## src/rtl/bomberman_draw_engine.sv

```systemverilog
// Streams a background, 8x8 tile or transparent 8x8 sprite from memory into the VGA adapter.
// Latency: one address per cycle, plot 2 cycles after its address, finished 3 cycles after the last; copy_enable low aborts.
module bomberman_draw_engine #(
    parameter int SCREEN_W = 160,
    parameter int SCREEN_H = 120,
    parameter int SPR      = 8,
    parameter int COLOUR_W = 3,
    parameter logic [COLOUR_W-1:0] TRANSPARENT = '0
) (
    input  logic                clock,
    input  logic                resetn,
    input  logic                copy_enable,
    input  logic                draw_t,
    input  logic                draw_p1,
    input  logic                draw_p2,
    input  logic [4:0]          tile_col,
    input  logic [3:0]          tile_row,
    input  logic [1:0]          tile_id,
    input  logic [7:0]          p1_x,
    input  logic [7:0]          p2_x,
    input  logic [6:0]          p1_y,
    input  logic [6:0]          p2_y,
    output logic [14:0]         mem_addr,
    input  logic [COLOUR_W-1:0] mem_data,
    output logic [7:0]          vga_x,
    output logic [6:0]          vga_y,
    output logic [COLOUR_W-1:0] vga_colour,
    output logic                vga_plot,
    output logic                finished
);

    typedef enum logic [2:0] {S_IDLE, S_RUN, S_FLUSH1, S_FLUSH2, S_DONE} state_t;
    typedef enum logic [1:0] {M_BG, M_TILE, M_P1, M_P2} mode_t;

    state_t r_state, w_next;
    mode_t  r_mode, w_mode_in;

    logic [7:0]          r_org_x, w_org_x_in;
    logic [6:0]          r_org_y, w_org_y_in;
    logic [14:0]         r_base, w_base_in;
    logic [7:0]          r_cnt_x;
    logic [6:0]          r_cnt_y;
    logic                r_s1_vld;
    logic [8:0]          r_s1_x;
    logic [7:0]          r_s1_y;
    logic [7:0]          r_vga_x;
    logic [6:0]          r_vga_y;
    logic [COLOUR_W-1:0] r_vga_colour;
    logic                r_vga_plot;

    logic [7:0]  w_wmax;
    logic [6:0]  w_hmax;
    logic        w_row_end;
    logic        w_last;
    logic        w_abort;
    logic        w_finished;
    logic [8:0]  w_dx;
    logic [7:0]  w_dy;
    logic [14:0] w_bg_addr;
    logic [14:0] w_spr_addr;
    logic        w_sprite;
    logic        w_onscreen;
    logic        w_opaque;

    // Mode priority and per-mode origin / sprite-sheet base, sampled only when leaving IDLE.
    always_comb begin
        w_mode_in  = M_BG;
        w_org_x_in = '0;
        w_org_y_in = '0;
        w_base_in  = '0;
        if (draw_t) begin
            w_mode_in  = M_TILE;
            w_org_x_in = 8'(tile_col) * 8'(SPR);
            w_org_y_in = 7'(tile_row) * 7'(SPR);
            w_base_in  = 15'(tile_id) * 15'(SPR * SPR);
        end else if (draw_p1) begin
            w_mode_in  = M_P1;
            w_org_x_in = p1_x;
            w_org_y_in = p1_y;
            w_base_in  = 15'(4 * SPR * SPR);
        end else if (draw_p2) begin
            w_mode_in  = M_P2;
            w_org_x_in = p2_x;
            w_org_y_in = p2_y;
            w_base_in  = 15'(5 * SPR * SPR);
        end
    end

    assign w_wmax    = (r_mode == M_BG) ? 8'(SCREEN_W - 1) : 8'(SPR - 1);
    assign w_hmax    = (r_mode == M_BG) ? 7'(SCREEN_H - 1) : 7'(SPR - 1);
    assign w_row_end = (r_cnt_x == w_wmax);
    assign w_last    = w_row_end && (r_cnt_y == w_hmax);
    assign w_abort   = !copy_enable &&
                       (r_state == S_RUN || r_state == S_FLUSH1 || r_state == S_FLUSH2);

    assign w_bg_addr  = 15'(r_cnt_y) * 15'(SCREEN_W) + 15'(r_cnt_x);
    assign w_spr_addr = r_base + 15'(r_cnt_y) * 15'(SPR) + 15'(r_cnt_x);
    assign mem_addr   = (r_state != S_RUN) ? '0 :
                        (r_mode == M_BG)   ? w_bg_addr : w_spr_addr;

    // Widened so that sprites hanging off the right/bottom edge clip instead of wrapping.
    assign w_dx = 9'(r_org_x) + 9'(r_cnt_x);
    assign w_dy = 8'(r_org_y) + 8'(r_cnt_y);

    assign w_sprite   = (r_mode == M_P1) || (r_mode == M_P2);
    assign w_onscreen = (r_s1_x < 9'(SCREEN_W)) && (r_s1_y < 8'(SCREEN_H));
    assign w_opaque   = !w_sprite || (mem_data != TRANSPARENT);

    always_ff @(posedge clock or negedge resetn) begin
        if (!resetn) begin
            r_state <= S_IDLE;
        end else begin
            r_state <= w_next;
        end
    end

    always_comb begin
        w_next     = r_state;
        w_finished = 1'b0;
        case (r_state)
            S_IDLE:   if (copy_enable) w_next = S_RUN;
            S_RUN: begin
                if (!copy_enable) w_next = S_IDLE;
                else if (w_last)  w_next = S_FLUSH1;
            end
            S_FLUSH1: w_next = copy_enable ? S_FLUSH2 : S_IDLE;
            S_FLUSH2: w_next = copy_enable ? S_DONE : S_IDLE;
            S_DONE: begin
                w_finished = 1'b1;
                w_next     = S_IDLE;
            end
            default:  w_next = S_IDLE;
        endcase
    end

    always_ff @(posedge clock or negedge resetn) begin
        if (!resetn) begin
            r_mode       <= M_BG;
            r_org_x      <= '0;
            r_org_y      <= '0;
            r_base       <= '0;
            r_cnt_x      <= '0;
            r_cnt_y      <= '0;
            r_s1_vld     <= 1'b0;
            r_s1_x       <= '0;
            r_s1_y       <= '0;
            r_vga_x      <= '0;
            r_vga_y      <= '0;
            r_vga_colour <= '0;
            r_vga_plot   <= 1'b0;
        end else begin
            if (r_state == S_IDLE && copy_enable) begin
                r_mode  <= w_mode_in;
                r_org_x <= w_org_x_in;
                r_org_y <= w_org_y_in;
                r_base  <= w_base_in;
                r_cnt_x <= '0;
                r_cnt_y <= '0;
            end else if (r_state == S_RUN && copy_enable) begin
                if (w_row_end) begin
                    r_cnt_x <= '0;
                    r_cnt_y <= r_cnt_y + 7'd1;
                end else begin
                    r_cnt_x <= r_cnt_x + 8'd1;
                end
            end

            // Stage 1 lines up with mem_data returned for the address issued this cycle.
            r_s1_vld <= (r_state == S_RUN) && copy_enable;
            r_s1_x   <= w_dx;
            r_s1_y   <= w_dy;

            r_vga_x      <= r_s1_x[7:0];
            r_vga_y      <= r_s1_y[6:0];
            r_vga_colour <= mem_data;
            r_vga_plot   <= !w_abort && r_s1_vld && w_onscreen && w_opaque;
        end
    end

    assign vga_x      = r_vga_x;
    assign vga_y      = r_vga_y;
    assign vga_colour = r_vga_colour;
    assign vga_plot   = r_vga_plot;
    assign finished   = w_finished;

endmodule
```

## config.mk

```make
export PLATFORM = sky130hd
export DESIGN_NAME = bomberman_draw_engine
export DESIGN_NICKNAME = d
export VERILOG_FILES = /design/src/rtl/bomberman_draw_engine.sv
export SDC_FILE = /design/constraint.sdc
export NUM_CORES = 1
export LEC_CHECK = 0
export CORE_UTILIZATION = 38
export DETAILED_ROUTE_END_ITERATION = 6
export PLACE_DENSITY = 0.59
export SLEW_MARGIN = 20
export SYNTH_ARGS = -nofsm -noshare
export SYNTH_HDL_FRONTEND = slang
export SYNTH_SLANG_ARGS = --single-unit
```

## constraint.sdc

```tcl
create_clock -name clock -period 8.8 [get_ports clock]
set_input_delay 1.76 -clock clock [delete_from_list [all_inputs] [get_ports clock]]
set_output_delay 1.76 -clock clock [all_outputs]
set_load 0.02 [all_outputs]
```

* After elaboration in Yosys (flattened, before gate mapping) *
Index checks and enable logic that the tools add are counted.

cells by class
  magnitude comparators = 2
  mux-type cells = 29
  $mul = 1
  add/subtract/negate cells = 7
  reductions and logical operators = 22
  eq/ne operators = 11

operators with widths
  kind                    count
  $mux W8                 7
  $mux W7                 7
  $add A15 B8 Y15         2
  $mux W15                2
  $mux W9                 3
  $add A15 B10 Y15        1
  $mux W3                 4
  $pmux W3 S4             1
  $mul A7 B3 Y10 const B  1
  $add A8 B8 Y9           1
  $lt A9 B8 Y1 const B    1
  $add A7 B7 Y8           1
  $add A8 B1 Y8 const B   1
  $eq A8 B8 Y1            1
  $logic_and A1 B1 Y1     8
  $lt A8 B7 Y1 const B    1
  $mux W2                 4
  $add A7 B1 Y7 const B   1
  $eq A7 B7 Y1            1
  $eq A3 B2 Y1 const B    2
  $eq A2 B2 Y1 const B    2
  $logic_or A1 B1 Y1      4
  $reduce_and A2 Y1       2
  $reduce_bool A2 Y1      2
  10 further kinds        12

word-level totals
  output and inout bits = 35
  register bits after elaboration = 87

* Logic depth before layout (Yosys ltp) *
  depth after elaboration = 8
  gate-level depth with buffers = 9

* Least setup slack after synthesis *
Ideal clock, no wire load.

  path kind = reg-to-output
  start point = register r_cnt_y[2]
  end point = output mem_addr[14]
  arrival time = 2.685 ns
  data required time = 7.040 ns
  buffers on the path = 0
  slack = 4.355 ns
  cell stages (with the launch flop) = 8
  path through = dfrtp_1 -> ha_1 -> ha_1 -> a211o_1 -> a2111o_1 -> o311ai_0 -> or4b_1 -> a21oi_1

between the ends
  word-level cells in the longest chain between the ends = 4
  elaborated cells on any way between the ends = 6

RTL lines
  element                                             line    text
  from (decl)                                         42      logic [6:0] r_cnt_y;
  from (signal assigned)                              162     r_cnt_y <= r_cnt_y + 7'd1;
  $mul A7 B3 Y10 or $add A15 B10 Y15 (tied branches)  96, 97
  $add A15 B8 Y15, on equally long branches           96, 97
  $mux W15 *                                          99      (r_mode == M_BG) ? w_bg_addr : w_spr_addr;
  $mux W15 *                                          98      assign mem_addr = (r_state != S_RUN) ? '0 :
  to (decl)                                           23      output logic [14:0] mem_addr,

Every way passes the cells marked *; elsewhere a longest branch is shown, timed or not.

* Worst setup path in the final report *
Ends and elaborated chain as after synthesis.

==> impl_metrics.yaml <==
clock_tree:
  cts-root-buf: "clkbuf_16"
  clk_path_buf_depth: 2
  cts_setup_buffers: 0
  path_clk_slew_ns: 0.06
  cts_buffers: 9
  holdBufCountCts: 0
  ctsResizeCount: 0
  cts_tree: "yes"
  cts_max_level: 3
  clock-sinks: 74
  clk-insertion-delay-late_ns: 0.34
floorplanning:
  rows: 38
  dieArea_mm2: 0.0119
  io_pins: 85
  initial_core_util: 0.397
  die_h_um: 109
  core_mm2: 0.0110
  die_w_um: 109
worst_setup_path:
  critPathLaunchType: "flop"
  ff2ff_path_depth: 5
  crit_end: "mem_addr[14]"
  crit_arrival_ns: 3.63
  rr_endpoint: "r_cnt_y[1]"
  required_ns: 7.04
  path_class: "reg -> out"
  r2r_slack_ns: 5.70
  crit_path_end_kind: "output pin"
  crit_path_max_fanout: 9
  r2r_start: "r_base[8]"
  critPathLaunch: "r_cnt_y[2]"
global_routing:
  grt_pass1_wl_um: 17900
  grt_max_degree: 75
  grt_use_total: 0.201
  grt_pass1_vias: 3613
  antenna_found_initial: 0
  overflow: 0
min_path:
  hold_class: "reg -> reg"
  hold_start: "r_s1_x[3]"
place:
  port_buffers: 84
  gp_congestion: 0.862
  place_area_mm2: 0.00532
  pre_cts_ws_ns: 3.75
  dp_hpwl_um: 8270
routing:
  wl_met2_um: 5080
  wirelength_um: 10900
  detail-route-antenna-nets: 0
  routed-wl-met3_um: 743
  viasPerCell: 5.31
  drt-met1-wl_um: 4910
  drt_iter0_markers: 206
  post-route-drc-count: 0
  wl_per_cell_um: 15.9
  topRoutingLayerUsed: "met4"
  firstDrtPassIters: 4
  vias: 3635
layout:
  seq_area_mm2: 0.00185
  finalInstanceArea_mm2: 0.00565
  drive_gt1_frac: 0.0496
  fillers: 1027
  diodes: 0
  area.growth.synth_to_final_pct: 29.7
  finalNetCount: 636
  final_core_util: 0.515
  multiInputGateArea_mm2: 0.00234
run:
  drv_cap: 0
power_and_ir_drop:
  power.leakage_nw: 2.55
  p_comb_frac: 0.381
  power.share.clock: 0.261
  p_int_uw: 966
  power_density_mw_per_mm2: 275
  power.share.switching: 0.378
  vdd_drop_max_mv: 0.141
  switching_power_uw: 586
  seqPwrFrac: 0.358
synthesis:
  synthCells: 459
  syn_nets: 556
  syn_area_per_cell_um2: 9.49
  synth_area_leaders: "dfrtp_1 43%, ha_1 11%, o21ai_0 4.4%"
  synthFlopType: "dfrtp_1"
  synth_seq_cells: 74
  synth_top_area_cell: "dfrtp_1"
  synthArstFlopShare: 1.00
  synth_top_area_frac: 0.425
  synth_cell_type_count: 49
  synth-edff-count: 0
  seq_area_frac_synth: 0.425
  yosys_warnings: 0
  synthesis.area_mm2: 0.00436
timing:
  skew_ns: 0.00655
  rsz0062_at_grt: "no"
  drv_slew: 0
  setup_violations: 0
  finalHoldViolations: 0
  fin_tns_setup_ns: 0
  tightest_slew_ns: 1.06
  layout_setup_ws_ns: 3.41
  relSlewSlack: 0.287
  fmax_ghz: 0.185
  post-route-period-util: 0.613
  fin_crit_ns: 5.39
outcome:
  outcome: "complete, no violations"
## per-layer routing
layer / vias up / global-route usage
met2: 105 / 0.317
met1: 1723 / 0.274
met4: 0 / 0.0608
li1: 1795 / -
met3: 12 / 0.0460
met5: - / 0
## final cells by class
| class | instances | share of cell area |
|---|---|---|
| clock buffer | 9 | 0.0398 |
| clock inverter | 7 | 0.0190 |
| inverter | 26 | 0.0173 |
| multi-input combinational | 342 | 0.415 |
| sequential | 74 | 0.328 |
| tap | 140 | 0.0310 |
| timing repair buffer | 86 | 0.151 |
## cells in the mapped netlist, drive strengths merged (2+ instances only)
master / n
or3: 5
a22oi: 14
a21o: 5
nor2b: 8
nand2: 46
nand3: 7
a21boi: 4
a211oi: 4
or2: 3
o21ai: 38
inv: 26
or4: 6
nor2: 42
nand4: 7
o41ai: 2
and3: 4
o21a: 4
o31ai: 7
fa: 7
a21oi: 31
xnor2: 12
mux2i: 3
and2: 3
nor3b: 3
o311ai: 2
nand2b: 4
clkbuf: 15
buf: 2
dfrtp: 74
a211o: 2
o22ai: 2
xor2: 6
ha: 40
nor3: 7
nor4: 2
## registers in the layout, indices dropped and copies added, names as in the netlist, 3 cells and up
name and cells:
vga_y 7, r_cnt_x 8, r_s1_x 9, vga_colour 3, vga_x 8, r_base 3, r_cnt_y 7, r_org_x 8
r_org_y 7, r_state 3, r_s1_y 8
## worst max-delay path, cell delays in order (launching register included)
cell             delay (ns)
dfrtp_1                0.49
ha_1                   0.36
ha_1                   0.29
a211o_1                0.34
a2111o_1               0.38
o311ai_0               0.16
or4b_1                 0.49
a21oi_1                0.16
clkdlybuf4s50_1        0.62
## cell families after synthesis
| group | after synthesis | share of synthesized area |
|---|---|---|
| compound gates | 123 | 0.175 |
| xor+xnor | 18 | 0.0362 |
| fa+ha+maj | 47 | 0.147 |
| buf+inv | 43 | 0.0376 |
| flops | 74 | 0.425 |
| mux | 3 | 0.00689 |
| simple gates | 151 | 0.172 |
## per-stage QoR
step | instances | total power [mW] | hold slack [ns]
floorplan | 459 | 0.897 | 0.331
global placement | 668 | 1.15 | 0.332
detailed placement | 668 | 1.15 | 0.336
CTS | 684 | 1.57 | 0.349
global route | 684 | 1.66 | 0.351
finish | 684 | 1.55 | 0.347
## layout by cell type (no fill, tap or decap), types with 4 or more instances in the layout
master           Yosys  final
nand2_1             46     46
or4_1                6      6
or3_1                5      5
nor2_1              42     42
nand2b_1             4      4
and3_1               4      4
nand4_1              7      7
inv_1               26     26
a21boi_0             4      4
a22oi_1             14     14
nand3_1              7      7
nor2b_1              8      7
a21oi_1             31     31
xor2_1               6      6
ha_1                40     40
nor3_1               7      7
o31ai_1              7      7
o21a_1               4      4
clkdlybuf4s50_1      0     83
o21ai_0             38     38
xnor2_1             12     12
a211oi_1             4      4
clkbuf_16            0      9
a21o_1               5      5
fa_1                 7      7
dfrtp_1             74     74
## power groups by stage
stage / clock network (mW) / registers (mW) / logic, mW
after global routing: 0.430 / 0.573 / 0.656
after detailed placement: 0 / 0.564 / 0.587
after floorplan: 0 / 0.562 / 0.334
after CTS: 0.415 / 0.558 / 0.594
final: 0.406 / 0.556 / 0.591
after global placement: 0 / 0.561 / 0.587
## how the worst min path moves through the flow
stage / slack, ns / cells after the start / end
2_1_floorplan: 0.33 / 0 / vga_x[0]
3_3_place_gp: 0.33 / 0 / vga_x[4]
3_5_place_dp: 0.34 / 0 / vga_x[4]
4_1_cts: 0.35 / 0 / vga_x[3]
5_1_grt: 0.35 / 0 / vga_y[2]
6_report: 0.35 / 0 / vga_x[3]
Note: power is estimated with default switching activity, not from simulation.
